<file path="src/rtl/simple_pipe_pkg.sv">
// simple_pipe_pkg: mode encoding and per-channel next-state function
package simple_pipe_pkg;

  typedef enum logic {
    MODE_LEGACY = 1'b0,
    MODE_HOLD   = 1'b1
  } mode_t;

  function automatic logic cell_next(input logic en, input logic q, input mode_t mode);
    return (mode == MODE_HOLD) ? (en ? ~q : q) : (en & ~q);
  endfunction

endpackage

</file>
<file path="src/rtl/simple_pipe_cell.sv">
// simple_pipe_cell: single gated toggle state flop
module simple_pipe_cell
  import simple_pipe_pkg::*;
(
  input  logic clk,
  input  logic rst_n,
  input  logic en,
  input  logic valid,
  input  logic mode,
  output logic q
);

  // state advances only on qualified cycles; otherwise it holds
  always_ff @(posedge clk)
    if (!rst_n) q <= 1'b0;
    else if (valid) q <= cell_next(en, q, mode_t'(mode));

endmodule

</file>
<file path="src/rtl/simple_pipe_gen.sv">
// simple_pipe_gen: WIDTH gated toggle channels behind a DEPTH-stage output pipeline
module simple_pipe_gen
  import simple_pipe_pkg::*;
#(
  parameter int WIDTH      = 4,
  parameter int DEPTH      = 3,
  parameter bit INVERT_OUT = 1'b1,
  parameter int CNT_W      = 8
) (
  input  logic             tau2015_clk,
  input  logic             rst_n,
  input  logic [WIDTH-1:0] inp1,
  input  logic [WIDTH-1:0] inp2,
  input  logic             in_valid,
  input  logic             mode,
  input  logic             cnt_clr,
  output logic [WIDTH-1:0] out,
  output logic             out_valid,
  output logic [CNT_W-1:0] evt_cnt
);

  logic [WIDTH-1:0]            en;
  logic [WIDTH-1:0]            q;
  logic [DEPTH-1:0][WIDTH-1:0] p;
  logic [DEPTH:0]              v;

  assign en = inp1 & inp2;

  for (genvar i = 0; i < WIDTH; i++) begin : g_cell
    simple_pipe_cell u_cell (
      .clk   (tau2015_clk),
      .rst_n (rst_n),
      .en    (en[i]),
      .valid (in_valid),
      .mode  (mode),
      .q     (q[i])
    );
  end

  // free-running data pipeline; no stall, flushed by reset
  always_ff @(posedge tau2015_clk)
    if (!rst_n) p <= '0;
    else begin
      p[0] <= q;
      for (int j = 1; j < DEPTH; j++) p[j] <= p[j-1];
    end

  // valid chain one stage longer than the data pipeline to cover the state flop
  always_ff @(posedge tau2015_clk)
    if (!rst_n) v <= '0;
    else v <= {v[DEPTH-1:0], in_valid};

  // saturating event counter; clear beats increment
  always_ff @(posedge tau2015_clk)
    if (!rst_n || cnt_clr) evt_cnt <= '0;
    else if (in_valid && |en && evt_cnt != '1) evt_cnt <= evt_cnt + CNT_W'(1);

  assign out       = p[DEPTH-1] ^ {WIDTH{INVERT_OUT}};
  assign out_valid = v[DEPTH];

endmodule

</file>
<file path="config.mk">
export PLATFORM = sky130hd
export DESIGN_NAME = simple_pipe_gen
export DESIGN_NICKNAME = d
export VERILOG_FILES = /design/src/rtl/simple_pipe_pkg.sv /design/src/rtl/simple_pipe_cell.sv /design/src/rtl/simple_pipe_gen.sv
export SDC_FILE = /design/constraint.sdc
export NUM_CORES = 1
export LEC_CHECK = 0
export BUFFER_PORTS_ARGS = -buffer_cell sky130_fd_sc_hd__clkbuf_2
export CORE_UTILIZATION = 30
export CTS_CLUSTER_SIZE = 24
export DETAILED_ROUTE_END_ITERATION = 8
export GPL_ROUTABILITY_DRIVEN = 0
export SLEW_MARGIN = 20
export SYNTH_ARGS = -nofsm -noshare
export SYNTH_HDL_FRONTEND = slang
export SYNTH_HIERARCHICAL = 1
export SYNTH_SLANG_ARGS = --single-unit
</file>
<file path="constraint.sdc">
create_clock -name tau2015_clk -period 2.2 [get_ports tau2015_clk]
set_clock_uncertainty 0.2 [all_clocks]
set_input_delay 0.11 -clock tau2015_clk [delete_from_list [all_inputs] [get_ports tau2015_clk]]
set_output_delay 0.11 -clock tau2015_clk [all_outputs]
set_load 0.005 [all_outputs]
</file>
* Word level (Yosys, flattened, before mapping) *
Index checks and enable logic that the tools add are counted.
Widths: inputs -> output; s select.

storage, ports and cells
  register bits after elaboration = 28
  input bits = 13
  logic and storage cells = 42
  output and inout bits = 13

operators by class
  bitwise logic cells = 10
  add/subtract/negate cells = 1
  reduce and logical (&&, ||, !) cells = 9
  eq/ne operators = 5
  muxes and demuxes = 8

operators by type and width
  operator             count
  $add 8x1->8 const B  1
  $mux 1               8
  $ne 2x1->1 const B   4
  $ne 8x8->1 const B   1
  $reduce_and 2->1     4
  $and 1x1->1          4
  $and 4x4->4          1
  $not 1->1            4
  $not 4->4            1
  $reduce_or 4->1      1
  $logic_and 1x1->1    2
  $logic_not 1->1      1
  $logic_or 1x1->1     1

* Logic depth before layout (Yosys ltp) *
  depth in word-level cells = 4
  mapped depth = 6

* Hierarchy *
Netlist, hierarchy kept.

modules (own cells, without submodules)
  module            area an instance (um^2)  seq. area each (um^2)  cells each  times used
  simple_pipe_gen   932.1                    480.5                  95          1
  simple_pipe_cell  43.8                     20.0                   5           4

* Worst setup path before layout *
Ideal clock, no wire load.

  path kind = reg2reg
  start = reg evt_cnt[0]
  end = reg evt_cnt[4]
  required time = 1.885 ns
  buffers on the path = 1
  cell stages (with the launch flop) = 7
  period minus slack after synthesis = 1.784 ns
  data arrival time = 1.470 ns
  slack = 0.416 ns
  path through = dfxtp_1 ha_1 and2_4 and3_4 buf_6 o31a_2 o21a_1

on the way
  cells in the longest elaborated chain, start to end = 2

RTL lines
  item                                                                 RTL line               text
  start, declared                                                      simple_pipe_gen.sv:19  output logic [CNT_W-1:0] evt_cnt
  start signal, assigned                                               simple_pipe_gen.sv:56  else if (in_valid && |en && evt_cnt != '1) evt_cnt <= evt_cnt + CNT_W'(1);
  parallel branches: the longest is 2 deep, another holds $add 8x1->8  -

Parallel ways; which one is timed is not known.
A chain may end at the register's enable or synchronous reset.

* Final worst setup path *
  start = reg evt_cnt[0]
  end = reg evt_cnt[3]

Same word-level chain as after synthesis.

==> metrics.log <==
[metrics] status: completed
[metrics] Area growth syn-to-layout: 25.4%
[metrics] buffers added on ports: 25
[metrics] Total Routed Length: 1950 µm
[metrics] total power after layout: between 0.9 and 1 mW
[metrics] Logic pwr share: 0.067
[metrics] Critical Setup Path Class: reg -> reg
[metrics] CP Buf/Inv Count: 0
[metrics] number of antenna violations at the first check in global routing: 0
[metrics] Max Buffers Root-to-Sink: 2
[metrics] max incr delay on CP: 0.40 ns
[metrics] DRC errors left: 0
[metrics] area share of the largest cell type after synthesis: 0.506
[metrics] detailed-router iteration count before antenna repair: 6
[metrics] Critical Path End Type: flop
[metrics] via density per instance: 4.54
[metrics] Post-Syn Instances: 115
[metrics] Peak VDD IR: approximately 0.00023 V
[metrics] cells along the critical path: ha_1 > and2_4 > and3_4 > or4_1 > a21oi_1
[metrics] proportion of layout cells with a drive suffix above 1: 0.240
[metrics] switching share of power: 0.193
[metrics] Core Area: 0.00344 mm²
[metrics] instance count on the critical path: 5
[metrics] cell type with the highest aggregate area in the netlist: dfxtp_1
[metrics] maxcap violations: 0
[metrics] share of synthesized registers carrying an async set or reset: 0
[metrics] Die Footprint: 0.00394 mm²
[metrics] total grt overflow: 0
[metrics] fin worst setup slack: 0.413 ns
[metrics] met3 wire len: 45 µm
[metrics] Post-layout nets: 161
[metrics] critical path startpoint category: flop
[metrics] cells taking the most area after synthesis: dfxtp_1 51%, and2_1 11%, a21oi_1 3.6%
[metrics] worst-case reg-to-reg path depth: 5
[metrics] source-to-sink clock delay at the later pin of the worst-skew pair: 0.27 ns
[metrics] post-cts sizing count: 0
[metrics] buffer type at the clock tree root: clkbuf_8
[metrics] global-route wire length before repair: around 3300 µm
[metrics] Crit Path Max Fanout: 10
[metrics] Clk pwr share: 0.401
[metrics] net count after synthesis: 129
[metrics] vertical die dimension: 62.8 µm
[metrics] Hold Path Class: in -> reg
[metrics] vias: 871
[metrics] time the final worst path needs with I/O delays and setup: 1.79 ns
[metrics] TritonCTS clock tree: done
[metrics] unique cell type count in the Yosys netlist: 32
[metrics] synthesized area per cell: 9.63 µm²
[metrics] combined area of the multi-input logic cells: between 400 and 500 µm²
[metrics] Setup TNS: 0 ns
[metrics] DR top layer: met3
[metrics] Post-Place Setup Slack: about 0.45 ns
[metrics] routed length per instance: 10.1 µm
[metrics] width of the die: 62.8 µm
[metrics] sequential cell area: 561 µm²
[metrics] post-detailed-placement half-perimeter wirelength: 1410 µm
[metrics] post-detailed-route count of antenna-violating nets: 0
[metrics] clock edge transition at the registers on the reported setup and hold paths: 0.09 ns
[metrics] Fmax achieved: 560 MHz
[metrics] post-synthesis instance area: 0.00111 mm²
[metrics] Post-synth top cells: 28 x dfxtp_1, 20 x and2_1, 10 x inv_1
[metrics] Worst path slowest cell: or4_1
[metrics] Final Hold Fails: 0
[metrics] number of global-route vias before repair: 781
[metrics] total of flip-flops plus latches after synthesis: 28
[metrics] H-Tree Depth: 1
[metrics] leading cell type by number of instances after synthesis: dfxtp_1
[metrics] Initial Util: 0.322
[metrics] number of fill cells: 358
[metrics] power per unit of standard cell area: 709 mW/mm²
[metrics] Crit path required time: 2.20 ns
[metrics] aggregate global-route resource usage: 0.105
[metrics] final setup violation count: 0
[metrics] switching component of the power: 0.190 mW
[metrics] routed metal-1 wirelength: 883 µm
[metrics] length of routed met2 wiring: 1020 µm
[metrics] Top FF cell, synth: dfxtp_1
[metrics] sequential cell area fraction in the yosys report: 0.506
[metrics] Internal Dissipation: 0.795 mW
[metrics] max-slew headroom at the worst pin: 0.795
[metrics] top cell family by delay on the critical path: simple AND/OR/NAND/NOR gates
[metrics] maximum number of pins on one net before global-route repair: 23
[metrics] transition time at the pin with the least slew margin: 0.308 ns
[metrics] antenna cell count: 0
[metrics] leakage: 0.572 nW
[metrics] count of cells along the worst hold path: 3
[metrics] sequential group share of total power: 0.532
[metrics] clock sinks: 28
[metrics] final worst path period share: 0.812
[metrics] number of synthesized flops with an enable pin: 0
[metrics] standard-cell row count: 21
[metrics] 1st-iter DRT viols: 17
[metrics] setup repair after global routing missed its margin: no
[metrics] CP Data Arrival Time: 1.79 ns
[metrics] number of warnings issued by yosys: 6
[metrics] I/O pin total: 26
[metrics] clock buffer count from CTS: 3
[metrics] final count of pins violating max slew: 0
-- path summary, 6_finish.rpt --
kind | start | end | slack [ns]
max reg2reg | evt_cnt[0] | evt_cnt[3] | 0.41
max | evt_cnt[0] | evt_cnt[3] | 0.41
min reg2reg | p[6] | p[10] | 0.24
min | rst_n | g_cell[3].u_cell/q | 0.05
-- layout by cell type, fill, tap and decap left out, types with 3 or more instances in the layout --
master / n
and2_1: 20
inv_1: 10
dlygate4sd3_1: 4
a21oi_1: 8
o21ai_0: 3
a311oi_1: 4
nand3_1: 4
clkbuf_2: 25
nor4_1: 3
o21a_1: 3
dfxtp_1: 28
nand2b_1: 5
nand2_1: 3
clkbuf_8: 3
-- kinds of logic (layout without fill, tap and decap cells) --
group / Yosys count / in the layout / synth area share
AND/OR/NAND/NOR: 45 / 45 / 0.257
flip-flops: 28 / 28 / 0.506
AO/OA/AOI/OAI: 27 / 27 / 0.165
buffers and inverters: 13 / 44 / 0.0520
adder cells (fa/ha/maj): 1 / 1 / 0.0113
multiplexers: 1 / 1 / 0.00904
-- worst min-delay path: stages --
cell,delay (ns)
clkbuf_2,0.22
inv_1,0.10
a311oi_1,0.04
-- power groups by stage --
stage	combinational [mW]	sequential, mW	clock (mW)
6_report	0.0661	0.524	0.394
5_1_grt	0.0739	0.526	0.425
4_1_cts	0.0660	0.524	0.402
3_5_place_dp	0.0604	0.536	0
3_3_place_gp	0.0578	0.535	0
2_1_floorplan	0.0339	0.534	0
-- routing by layer --
layer	track usage	vias up
li1	-	464
met1	0.116	395
met2	0.200	12
met3	0.0164	0
met4	0.0349	0
met5	0	-
-- final cells by class --
cell class | instances | area share
inverters | 10 | 0.0270
clock buffers | 3 | 0.0297
well taps | 46 | 0.0414
flip-flops and latches | 28 | 0.404
multi-input cells | 74 | 0.352
clock inverters | 1 | 0.0216
repair buffers | 30 | 0.124
-- through the flow --
step | hold WS (ns) | util | cells | area [µm²]
detailed placement | 0.219 | 0.371 | 184 | 1280
global placement | 0.213 | 0.371 | 184 | 1280
CTS | 0.0524 | 0.403 | 192 | 1390
floorplan | 0.0207 | - | 115 | 1110
global route | 0.0878 | 0.403 | 192 | 1390
finish | 0.0452 | 0.403 | 192 | 1390
-- flip-flops by register name, indices dropped and copies added, names as in the netlist --
name,flops
evt_cnt,8
v,4
p,12
g_cell.u_cell/q,4
-- timing repair --
action / in CTS / in global routing
setup buffers: 0 / 0
hold endpoints to repair: 8 / 0
hold buffers: 4 / 0
(Power assumes the default switching activity.)
